===== src/rtl/sipo_pkg.sv =====
// Shared constants and helpers for the SIPO deframer.
// SIPO_DEFRAMER_PARITY_EN appends one even-parity bit to every frame.
package sipo_pkg;

`ifdef SIPO_DEFRAMER_PARITY_EN
  localparam int unsigned PARITY_BITS = 1;
`else
  localparam int unsigned PARITY_BITS = 0;
`endif

  localparam int unsigned DEFAULT_WIDTH = 8;

  function automatic int unsigned frame_len(input int unsigned width);
    return width + PARITY_BITS;
  endfunction

  function automatic int unsigned cnt_width(input int unsigned width);
    return $clog2(width + 1);
  endfunction

  localparam int unsigned FRAME_LEN = frame_len(DEFAULT_WIDTH);

  typedef logic [cnt_width(DEFAULT_WIDTH)-1:0] cnt_t;

endpackage


===== src/rtl/sipo_out_reg.sv =====
// One-entry valid/ready holding register with drop detection and a sticky overflow flag.
module sipo_out_reg #(
  parameter int unsigned WIDTH = 8
) (
  input  logic             clk,
  input  logic             rst_n,
  input  logic             load,
  input  logic [WIDTH-1:0] load_data,
  input  logic             load_perr,
  input  logic             ready,
  input  logic             ovf_clr,
  output logic [WIDTH-1:0] data,
  output logic             valid,
  output logic             overflow,
  output logic             perr
);

  logic [WIDTH-1:0] data_q, data_d;
  logic             valid_q, valid_d;
  logic             ovf_q, ovf_d;
  logic             perr_q, perr_d;
  logic             accept;
  logic             drop;

  assign accept = load && (!valid_q || ready);
  assign drop   = load && valid_q && !ready;

  always_comb begin
    data_d  = data_q;
    valid_d = valid_q;
    perr_d  = perr_q;
    if (accept) begin
      data_d  = load_data;
      perr_d  = load_perr;
      valid_d = 1'b1;
    end else if (valid_q && ready) begin
      valid_d = 1'b0;
    end
    // A drop wins over a simultaneous clear so no loss goes unreported.
    ovf_d = drop || (ovf_q && !ovf_clr);
  end

  always_ff @(posedge clk or negedge rst_n) begin
    if (!rst_n) begin
      data_q  <= '0;
      valid_q <= 1'b0;
      ovf_q   <= 1'b0;
      perr_q  <= 1'b0;
    end else begin
      data_q  <= data_d;
      valid_q <= valid_d;
      ovf_q   <= ovf_d;
      perr_q  <= perr_d;
    end
  end

  assign data     = data_q;
  assign valid    = valid_q;
  assign overflow = ovf_q;
  assign perr     = perr_q;

endmodule


===== src/rtl/sipo_deframer.sv =====
// MSB-first serial-to-parallel deframer with SYNC realignment and one-word output buffer.
// Build option SIPO_DEFRAMER_PARITY_EN: frames carry a trailing even-parity bit checked on O_PERR.
module sipo_deframer
  import sipo_pkg::*;
#(
  parameter int unsigned WIDTH = 8
) (
  input  logic             CLK,
  input  logic             RESETN,
  input  logic             SI,
  input  logic             SI_VALID,
  input  logic             SYNC,
  output logic [WIDTH-1:0] O,
  output logic             O_VALID,
  input  logic             O_READY,
  output logic             OVERFLOW,
  input  logic             OVF_CLR,
  output logic             O_PERR
);

  localparam int unsigned FrameLen = frame_len(WIDTH);
  localparam int unsigned CntW     = cnt_width(WIDTH);
  // Only bits that precede the final frame bit need storage.
  localparam int unsigned ShW      = FrameLen - 1;

  logic [ShW-1:0]   sh_q, sh_d, sh_shift;
  logic [CntW-1:0]  cnt_q, cnt_d;
  logic             complete;
  logic [WIDTH-1:0] word;
  logic             word_perr;

  if (ShW == 1) begin : g_sh_one
    assign sh_shift = SI;
  end else begin : g_sh_many
    assign sh_shift = {sh_q[ShW-2:0], SI};
  end

  assign complete = SI_VALID && !SYNC && (cnt_q == CntW'(FrameLen - 1));

`ifdef SIPO_DEFRAMER_PARITY_EN
  assign word      = sh_q;
  assign word_perr = ^{sh_q, SI};
`else
  assign word      = {sh_q, SI};
  assign word_perr = 1'b0;
`endif

  always_comb begin
    sh_d  = sh_q;
    cnt_d = cnt_q;
    if (SI_VALID) begin
      sh_d = sh_shift;
    end
    // Stale bits left in sh_q after SYNC shift out before the next completion.
    if (SYNC) begin
      cnt_d = SI_VALID ? CntW'(1) : '0;
    end else if (SI_VALID) begin
      cnt_d = complete ? '0 : cnt_q + 1'b1;
    end
  end

  always_ff @(posedge CLK or negedge RESETN) begin
    if (!RESETN) begin
      sh_q  <= '0;
      cnt_q <= '0;
    end else begin
      sh_q  <= sh_d;
      cnt_q <= cnt_d;
    end
  end

  sipo_out_reg #(
    .WIDTH (WIDTH)
  ) u_out_reg (
    .clk       (CLK),
    .rst_n     (RESETN),
    .load      (complete),
    .load_data (word),
    .load_perr (word_perr),
    .ready     (O_READY),
    .ovf_clr   (OVF_CLR),
    .data      (O),
    .valid     (O_VALID),
    .overflow  (OVERFLOW),
    .perr      (O_PERR)
  );

endmodule


===== config.mk =====
export PLATFORM = sky130hd
export DESIGN_NAME = sipo_deframer
export DESIGN_NICKNAME = d
export VERILOG_FILES = /design/src/rtl/sipo_pkg.sv /design/src/rtl/sipo_out_reg.sv /design/src/rtl/sipo_deframer.sv
export SDC_FILE = /design/constraint.sdc
export NUM_CORES = 1
export LEC_CHECK = 0
export ABC_AREA = 1
export BUFFER_PORTS_ARGS = -buffer_cell sky130_fd_sc_hd__buf_2
export CAP_MARGIN = 20
export CORE_AREA = 2 2 50 52
export DETAILED_ROUTE_END_ITERATION = 8
export DIE_AREA = 0 0 52 54
export SETUP_SLACK_MARGIN = 0.5
export SYNTH_ARGS = -nofsm -noshare
export SYNTH_HDL_FRONTEND = slang
export SYNTH_HIERARCHICAL = 1
export SYNTH_SLANG_ARGS = --single-unit

===== constraint.sdc =====
create_clock -name CLK -period 1.5 [get_ports CLK]
set_input_delay 0.225 -clock CLK [delete_from_list [all_inputs] [get_ports CLK]]
set_output_delay 0.225 -clock CLK [all_outputs]
set_load 0.05 [all_outputs]

Word level (Yosys, flattened, before mapping)
Cells that the tools add are included.
Widths: inputs -> output; s select.

cells by class
  add/subtract/negate cells = 1
  equality and inequality tests = 1
  multiplexer cells = 6
  reductions and logical operators = 15

operators by type and width
  cell                 number
  $mux 4               3
  $logic_and 1x1->1    7
  $add 4x1->4 const B  1
  $eq 4x3->1 const B   1
  $logic_not 1->1      4
  $reduce_bool 2->1    2
  $mux 1               3
  $logic_or 1x1->1     2

word-level totals
  register bits after elaboration = 21
  input bits = 7
  output and inout port bits = 11
  logic and storage cells = 28

Logic depth before layout (Yosys ltp)
Gate-level depths: netlist of the first run.

  depth in word-level cells = 6
  depth in mapped cells = 6
  gate-level depth less buffers = 6

Modules after synthesis
The synthesis of the first run kept the hierarchy.

by module, submodules not included
  module         instances  cells each  area an instance (um^2)  sequential area each (um^2)
  sipo_deframer  1          60          503.0                    275.3
  sipo_out_reg   1          47          450.4                    275.3

Worst setup path after synthesis of the first run
No wires, ideal clock.

  path type = register to register
  start = register cnt_q[0]
  end = register u_out_reg.ovf_q, in the netlist u_out_reg/overflow
  library setup time = 0.080 ns
  arrival = 1.120 ns
  data required time = 1.420 ns
  path slack = 0.300 ns
  stages on the path, launching flop included = 7
  path buffers = 1
  clock period less this slack = 1.200 ns
  cells stage by stage = dfrtp_1 > ha_1 > nand3_1 > nor2_1 > buf_6 > inv_1 > o22ai_2

on the way
  longest elaborated chain between the ends = 5

RTL lines
  element                         line                 text
  start: declaration              sipo_deframer.sv:27  logic [CntW-1:0] cnt_q, cnt_d;
  start signal: assignment        sipo_deframer.sv:68  cnt_q <= cnt_d;
  $eq 4x3->1                      sipo_deframer.sv:38  assign complete = SI_VALID && !SYNC && (cnt_q == CntW'(FrameLen - 1));
  $logic_and 1x1->1               sipo_deframer.sv:38
  net complete                    sipo_deframer.sv:28  logic complete;
  $logic_and 1x1->1 (2 in a row)  sipo_out_reg.sv:26   assign drop = load && valid_q && !ready;
  $logic_or 1x1->1                sipo_out_reg.sv:40   ovf_d = drop || (ovf_q && !ovf_clr);
  net u_out_reg.ovf_d             sipo_out_reg.sv:20   logic ovf_q, ovf_d;
  end signal: assignment          sipo_out_reg.sv:52   ovf_q <= ovf_d;
  end: declaration                sipo_out_reg.sv:20

The timed path passes the listed nets, and every way through them passes these cells.
A chain may end at the register's enable or synchronous reset.

Worst setup path after layout of the first run
  start = register cnt_q[0]
  end = register u_out_reg.data_q[2], in the netlist u_out_reg/data[2]

on the way
  longest elaborated chain between the ends = 3

RTL lines
  element                 line                 text
  $eq 4x3->1              sipo_deframer.sv:38
  $logic_and 1x1->1       sipo_deframer.sv:38
  net complete            sipo_deframer.sv:28
  $logic_and 1x1->1       sipo_out_reg.sv:25   assign accept = load && (!valid_q || ready);
  end signal: assignment  sipo_out_reg.sv:50   data_q <= data_d;
  end: declaration        sipo_out_reg.sv:18   logic [WIDTH-1:0] data_q, data_d;

The timed path passes the listed nets, and every way through them passes these cells.

==> key figures, run 1 <==
Outcome
  – Status: complete, no violations

Detailed routing
  – ANT nets after route: 0
  – DRC violations left: 0
  – Vias: 820
  – Final wirelength: 1936 µm
  – Post-DR vias/cell: 4.633
  – Initial detailed-routing violation count: 7
  – First-pass iteration count of the detailed router: 4
  – Routed wire per std cell: roughly 11 µm

Cells and area
  – Ant diodes: 0
  – Number of fill cells: 202
  – Final nets: 156
  – Area Overhead vs Synth: 46.06%
  – Layout cells sized above 1: 0.3673
  – Core Util, Final: 0.6003

STA
  – Fmax: 0.8609 GHz
  – Post-Route Setup TNS: 0 ns
  – RSZ-0062 raised after global routing: yes
  – Setup Skew: 0.004384 ns
  – Slew Limit Fails: 0
  – Final Hold Fails: 0
  – Endpoints failing setup: 0
  – Period minus WS final: 1.162 ns
  – Fin crit share: 0.7744

CTS
  – Worst-Skew Late Latency: 0.30 ns
  – TritonCTS Sinks: 22
  – Worst-case clock buffer depth: 2
  – Deepest level of the CTS H-tree: 1
  – Root Driver: clkbuf_4
  – Clk slew on worst S/H paths: 0.12 ns
  – Total CTS buffers: 3
  – CTS tree: yes

Logic synthesis
  – Register area share after synthesis: 0.5774
  – Syn nets: roughly 120
  – Synth top area cells: dfrtp_1, nand2_1, nand3_1, inv_1, buf_6
  – Synth warn: 6
  – Share of the synthesized area in the top cell type: 0.5774
  – Commonest cells post-synth: nand2_1, dfrtp_1, nand3_1
  – Primary FF master, synth: dfrtp_1
  – Leading area contributor after synthesis: dfrtp_1
  – Cell area after synthesis: around 950 µm²
  – Top-count cell post-synth: nand2_1
  – EDFF count, synth: 0
  – Post-synth ARST share: 1.000
  – Yosys cell types: 16
  – Syn avg cell area: 8.910 µm²
  – Mapped Cells: about 110
  – #FFs+latches synth: 22

Global route
  – GR Util met1: 0.1842
  – Largest net degree at the start of global routing: 23
  – Number of global-route vias before repair: 747
  – GRT Total Usage: 0.1512
  – Met2 Usage GRT: 0.2574
  – Busiest grt layer: met2
  – Initial antenna violation count: 0
  – First-pass GRT wire length: 3098 µm
  – Total gr overflow: 0
  – Met3 Use GR: 0.02500

Die
  – I/O pin count: 18
  – Die Y: 54 µm
  – Core area: roughly 2300 µm²
  – Row cnt: 18
  – Die W: 52 µm
  – Initial Utilization: 0.4110
  – Die area: 2808 µm²

Critical path
  – Worst Path Max Fanout: 7
  – R2R depth: 6
  – Worst reg2reg setup slack: 0.34 ns
  – Crit path max-delay cell type: dfrtp_1
  – Crit path required time: 1.75 ns
  – Critical path startpoint: cnt_q[0]$_DFFE_PN0P_
  – Startpoint Class: flip-flop
  – Worst Setup End Kind: flip-flop
  – Crit-path cells: ha_4 -> nand3_4 -> nor2_4 -> buf_6 -> nand3_1 -> nand2_1
  – Worst flop-to-flop path startpoint: cnt_q[0]$_DFFE_PN0P_
  – Reg-to-Reg End: u_out_reg/data[2]$_DFFE_PN0P_
  – Worst path bufs/invs: 1
  – Worst Path Arrival: between 1 and 1.5 ns
  – CP peak stage delay: 0.42 ns
  – Cell family with most CP delay: flip-flops
  – Worst setup endpoint: u_out_reg/data[2]$_DFFE_PN0P_
  – Setup CP Type: reg2reg
  – Critical path depth in cells: 6

Pwr
  – Worst VDD drop: 0.5042 mV
  – Leak: 0.7531 nW
  – Power Density: 951.9 nW/µm²

Min path
  – Hold Crit Class: in2reg

Place
  – Post-DP HPWL: 1206 µm
  – Buffers on Ports: 17
  – Gpl congestion: 0.7705

Job
  – Max Cap Viol: 0
==> report_power, final <==
group          switching [mW]  leakage, nW  internal (mW)
registers              0.0339        0.294          0.636
clock network           0.177       0.0279          0.270
logic                   0.120        0.431         0.0890
==> worst min-delay path by stage <==
stage	start	to	slack (ns)	cells past startpoint
final	OVF_CLR	u_out_reg/overflow$_DFF_PN0_	0.11	2
after global routing	OVF_CLR	u_out_reg/overflow$_DFF_PN0_	0.09	2
after CTS	OVF_CLR	u_out_reg/overflow$_DFF_PN0_	0.1	2
after detailed placement	RESETN	u_out_reg/overflow$_DFF_PN0_	0.22	1
after global placement	RESETN	u_out_reg/valid$_DFFE_PN0P_	0.22	1
after floorplan	RESETN	cnt_q[0]$_DFFE_PN0P_	-0.07	0
==> worst reg2reg max path: cells and delay by family, from the launching register on <==
kind                       cells  cell delay (ns)
adders and majority gates      1             0.17
and+or+nand+nor                4             0.39
buffers and inverters          1             0.15
DFF                            1             0.42
==> metal layers <==
layer | vias up | part of all wire
li1 | 416 | -
met1 | 383 | 0.45
met2 | 19 | 0.50
met3 | 2 | 0.041
met4 | 0 | 0.0077
met5 | - | 0
==> state kept, by name, indices dropped and copies added (netlist names) <==
register            flops
sh_q                    7
u_out_reg/valid         1
u_out_reg/data          8
u_out_reg/perr          1
u_out_reg/overflow      1
cnt_q                   4
==> kinds of logic after synthesis <==
logic type                 count (synthesis)  share of synthesized area
AOI/OAI and AO/OA                         10                    0.06430
buffers and inverters                     13                    0.07480
adders and majority gates                  1                    0.01312
DFF                                       22                     0.5774
other                                      1                   0.003933
and+or+nand+nor                           60                     0.2664
==> cell type report <==
class                           instances  area [µm²]  area share
Timing Repair Buffer                   39       325.3      0.2336
Clock inverter                          1       30.03     0.02156
Clock buffer                            3       22.52     0.01617
Sequential cell                        22       550.5      0.3953
Multi-Input combinational cell         72       389.1      0.2794
Tap cell                               30       37.54     0.02695
Inverter                               10       37.54     0.02695
==> metrics by stage <==
stage	area (µm²)	setup WS [ns]	std cells	power, mW	hold WS (ns)
2_1_floorplan	968.4	0.3627	107	0.7741	-0.07059
3_3_place_gp	1065	0.2519	152	0.8216	0.2198
3_5_place_dp	1065	0.2107	152	0.8231	0.2163
4_1_cts	1305	0.3416	170	1.322	0.09620
5_1_grt	1393	0.2288	177	1.394	0.08925
6_report	1393	0.3384	177	1.326	0.1135
==> cell usage in the layout, fill, tap and decap left out <==
cell type and instances:
clkbuf_4 3, dlygate4sd3_1 1, nand4_1 1, bufinv_16 1, o21ai_0 4, nor2_1 4
a22o_1 1, ha_4 1, nand3_4 1, a21oi_2 1, nand2_2 1, a21oi_1 2
nand3_2 1, o21ai_2 1, conb_1 1, nand2_1 39, inv_1 9, nand3_1 9
nor2_4 1, buf_2 6, dfrtp_1 22, buf_6 12, inv_2 1, buf_4 20
nand2_4 3, o22ai_2 1
==> what timing repair did <==
action / in CTS / in global routing
pin swaps: 3 / 2
gates cloned: 0 / 0
endpoints found under the setup margin: 25 / 25
gates resized for setup: 25 / 6
hold endpoints to repair: 22 / 0
setup buffers: 13 / 7
hold buffers: 1 / 0
No activity file was read; power rests on OpenSTA's default activity.
==> run 2: changes to the inputs <==
--- a/config.mk
+++ b/config.mk
@@ -11,6 +11,7 @@
 export CORE_AREA = 2 2 50 52
 export DETAILED_ROUTE_END_ITERATION = 8
 export DIE_AREA = 0 0 52 54
+export PLACE_DENSITY = 0.66
 export SETUP_SLACK_MARGIN = 0.5
 export SYNTH_ARGS = -nofsm -noshare
 export SYNTH_HDL_FRONTEND = slang
==> constraint.sdc (replaced) <==
create_clock -name CLK -period 0.95 [get_ports CLK]
set_input_delay 0.1425 -clock CLK [delete_from_list [all_inputs] [get_ports CLK]]
set_output_delay 0.1425 -clock CLK [all_outputs]
set_load 0.05 [all_outputs]
==> run 2 against run 1 <==
Against the previous run: the run now ends with hold timing, setup timing left; routed wire length increased by 6.9%; utilization is 0.22 points higher; sequential power increased by 60%; clock skew rose by 0.0045 ns; first-iteration DRC count grew 86%; register-to-register slack worse by 0.59 ns; hold slack worse by 0.34 ns; combinational power grew 63%; critical endpoint is now u_out_reg/data[7]$_DFFE_PN0P_; largest cell class unchanged.
==> key figures, run 2 (same netlist as run 1, synthesis figures left out) <==
Cells and area
  – Commonest non-fill, non-tap cell in the layout: nand2_1 (unchanged)
  – Design Area, Final: 1398 µm² (was 1393 µm²)
  – Ant diodes: 0 (unchanged)
  – Final non-filler cell total: 175 (was 177)
  – Layout cells sized above 1: 0.4897 (was 0.3673)
  – Core Util, Final: 0.6025 (was 0.6003)
  – Commonest non-fill, non-tap cells in the layout: nand2_1, buf_4, buf_6, dfrtp_1, dfrtp_2 (was nand2_1, dfrtp_1, buf_4, buf_6)
  – Final nets: 154 (was 156)
  – Max FFs per register: 8 (unchanged)
  – Area Overhead vs Synth: 46.59% (was 46.06%)

STA
  – Setup Skew: 0.008876 ns (was 0.004384 ns)
  – Fmax: 0.8304 GHz (was 0.8609 GHz)
  – RSZ-0062 raised after global routing: yes (unchanged)
  – Final Hold Fails: 22 (was 0)
  – Period minus WS final: 1.204 ns (was 1.162 ns)
  – Slew Limit Fails: 0 (unchanged)
  – Fin crit share: 1.268 (was 0.7744)
  – Fin worst setup slack: -0.2542 ns (was 0.3384 ns)
  – Endpoints failing setup: 26 (was 0)
  – Tightest hold margin: -0.2241 ns (was 0.1135 ns)

Global route
  – First-pass GRT wire length: 3146 µm (was 3098 µm)
  – Number of global-route vias before repair: 757 (was 747)
  – Total gr overflow: 0 (unchanged)
  – Largest net degree at the start of global routing: 23 (unchanged)
  – GRT Total Usage: 0.1555 (was 0.1512)
  – Initial antenna violation count: 0 (unchanged)

Critical path
  – Worst Setup End Kind: flip-flop (unchanged)
  – R2R depth: 6 (unchanged)
  – Worst flop-to-flop path startpoint: cnt_q[0]$_DFFE_PN0P_ (unchanged)
  – Reg-to-Reg End: u_out_reg/data[7]$_DFFE_PN0P_ (was u_out_reg/data[2]$_DFFE_PN0P_)
  – Worst Path Arrival: 1.45 ns (was 1.42 ns)
  – Crit path required time: 1.19 ns (was 1.75 ns)
  – Worst Path Max Fanout: 5 (was 7)
  – Worst reg2reg setup slack: -0.25 ns (was 0.34 ns)
  – Setup CP Type: reg2reg (unchanged)
  – Startpoint Class: flip-flop (unchanged)

Detailed routing
  – Vias: 828 (was 820)
  – Initial detailed-routing violation count: 13 (was 7)
  – First-pass iteration count of the detailed router: 4 (unchanged)
  – Final wirelength: 2070 µm (was 1936 µm)
  – DRC violations left: 0 (unchanged)
  – Routed wire per std cell: 11.83 µm (was 10.94 µm)
  – ANT nets after route: 0 (unchanged)
  – Post-DR vias/cell: 4.731 (was 4.633)

Pwr
  – Leak: 0.7111 nW (was 0.7531 nW)
  – Power Density: 1319 nW/µm² (was 951.9 nW/µm²)
  – Worst VDD drop: 0.6726 mV (was 0.5042 mV)

Place
  – Post-DP HPWL: 1332 µm (was 1206 µm)
  – Post-Place Cells: 163 (was 152)
  – Buffers on Ports: 17 (unchanged)
  – Gpl congestion: 0.8107 (was 0.7705)
  – Dpl ws: -0.2007 ns (was 0.2107 ns)
  – Placed cell areas: 1177 µm² (was 1065 µm²)

Die
  – Row cnt: 18 (unchanged)
  – Die area: 2808 µm² (unchanged)
  – I/O pin count: 18 (unchanged)
  – Initial Utilization: 0.4110 (unchanged)
  – Die Y: 54 µm (unchanged)
  – Core area: 2320 µm² (unchanged)
  – Die W: 52 µm (unchanged)

CTS
  – CTS tree: yes (unchanged)
  – Worst-Skew Late Latency: 0.30 ns (about the same)
  – Root Driver: clkbuf_4 (unchanged)
  – Deepest level of the CTS H-tree: 1 (unchanged)
  – Clk slew on worst S/H paths: 0.12 ns (about the same)
  – Total CTS buffers: 3 (unchanged)
  – TritonCTS Sinks: 22 (unchanged)
  – Worst-case clock buffer depth: 2 (unchanged)

Min path
  – Hold Crit Class: in2async (was in2reg)

Outcome
  – Status: finished, violations left (was complete, no violations)
  – Failing checks: hold timing, setup timing

Job
  – Max Cap Viol: 0 (unchanged)
[run 2: changes by cell type in the layout (fill, tap and decap cells not counted), sizes merged]
cell and delta:
bufinv -1, dlygate4sd3 -1, clkbuf +1, buf -1
[run 2: worst max-delay path, cell delays in order, from the launching register on]
cell	delay, ns
dfrtp_1	0.43
ha_4	0.17
nand3_4	0.07
nor2_4	0.17
buf_6	0.16
nand3_2	0.08
nand2_1	0.06
[run 2: final cells by class]
cell class / instances / area, µm²
Inverter: 10 / 37.54
Timing Repair Buffer: 37 / 315.3
Fill cell: 205 / 922.1
Tap cell: 30 / 37.54
Clock buffer: 4 / 26.28
Multi-Input combinational cell: 72 / 417.9
Sequential cell: 22 / 563.0
[run 2: worst max-delay path by stage]
| stage | cells after the start | startpoint | slack, ns | end |
|---|---|---|---|---|
| 3_3_place_gp | 6 | cnt_q[1]$_DFFE_PN0P_ | -0.15 | u_out_reg/data[6]$_DFFE_PN0P_ |
| 6_report | 6 | cnt_q[0]$_DFFE_PN0P_ | -0.25 | u_out_reg/data[7]$_DFFE_PN0P_ |
| 2_1_floorplan | 6 | cnt_q[0]$_DFFE_PN0P_ | -0.15 | u_out_reg/data[0]$_DFFE_PN0P_ |
| 4_1_cts | 6 | cnt_q[0]$_DFFE_PN0P_ | -0.21 | u_out_reg/data[0]$_DFFE_PN0P_ |
| 3_5_place_dp | 6 | cnt_q[1]$_DFFE_PN0P_ | -0.20 | u_out_reg/data[4]$_DFFE_PN0P_ |
| 5_1_grt | 6 | cnt_q[0]$_DFFE_PN0P_ | -0.31 | u_out_reg/data[7]$_DFFE_PN0P_ |
[run 2: where the power goes]
part	total, mW	leakage [nW]	switching, mW	internal [mW]
registers	1.07	0.278	0.0611	1.01
logic	0.340	0.418	0.197	0.142
clock network	0.436	0.0150	0.273	0.164
total	1.84	0.711	0.531	1.31
[run 2: timing repair]
| action | in CTS | in global routing |
|---|---|---|
| buffers inserted | 2 | 5 |
| endpoints found under the hold margin | 22 | 23 |
| gates resized for setup | 31 | 9 |
| gates cloned | 1 | 0 |
| endpoints found under the setup margin | 33 | 33 |
| pin swaps | 16 | 2 |
[run 2: per-layer routing]
metal / vias up / wire length (µm) / GRT usage
met2: 25 / 1059 / 0.2679
met5: - / 0 / 0
met3: 6 / 78 / 0.02778
met4: 0 / 53 / 0.08772
met1: 388 / 879 / 0.1826
li1: 409 / - / -
[run 2: stage by stage]
stage | total power [mW] | TNS [ns]
6_report | 1.844 | -3.981
3_5_place_dp | 1.348 | -2.015
4_1_cts | 1.813 | -3.342
3_3_place_gp | 1.340 | -1.632
5_1_grt | 1.936 | -5.139
2_1_floorplan | 1.239 | -1.558
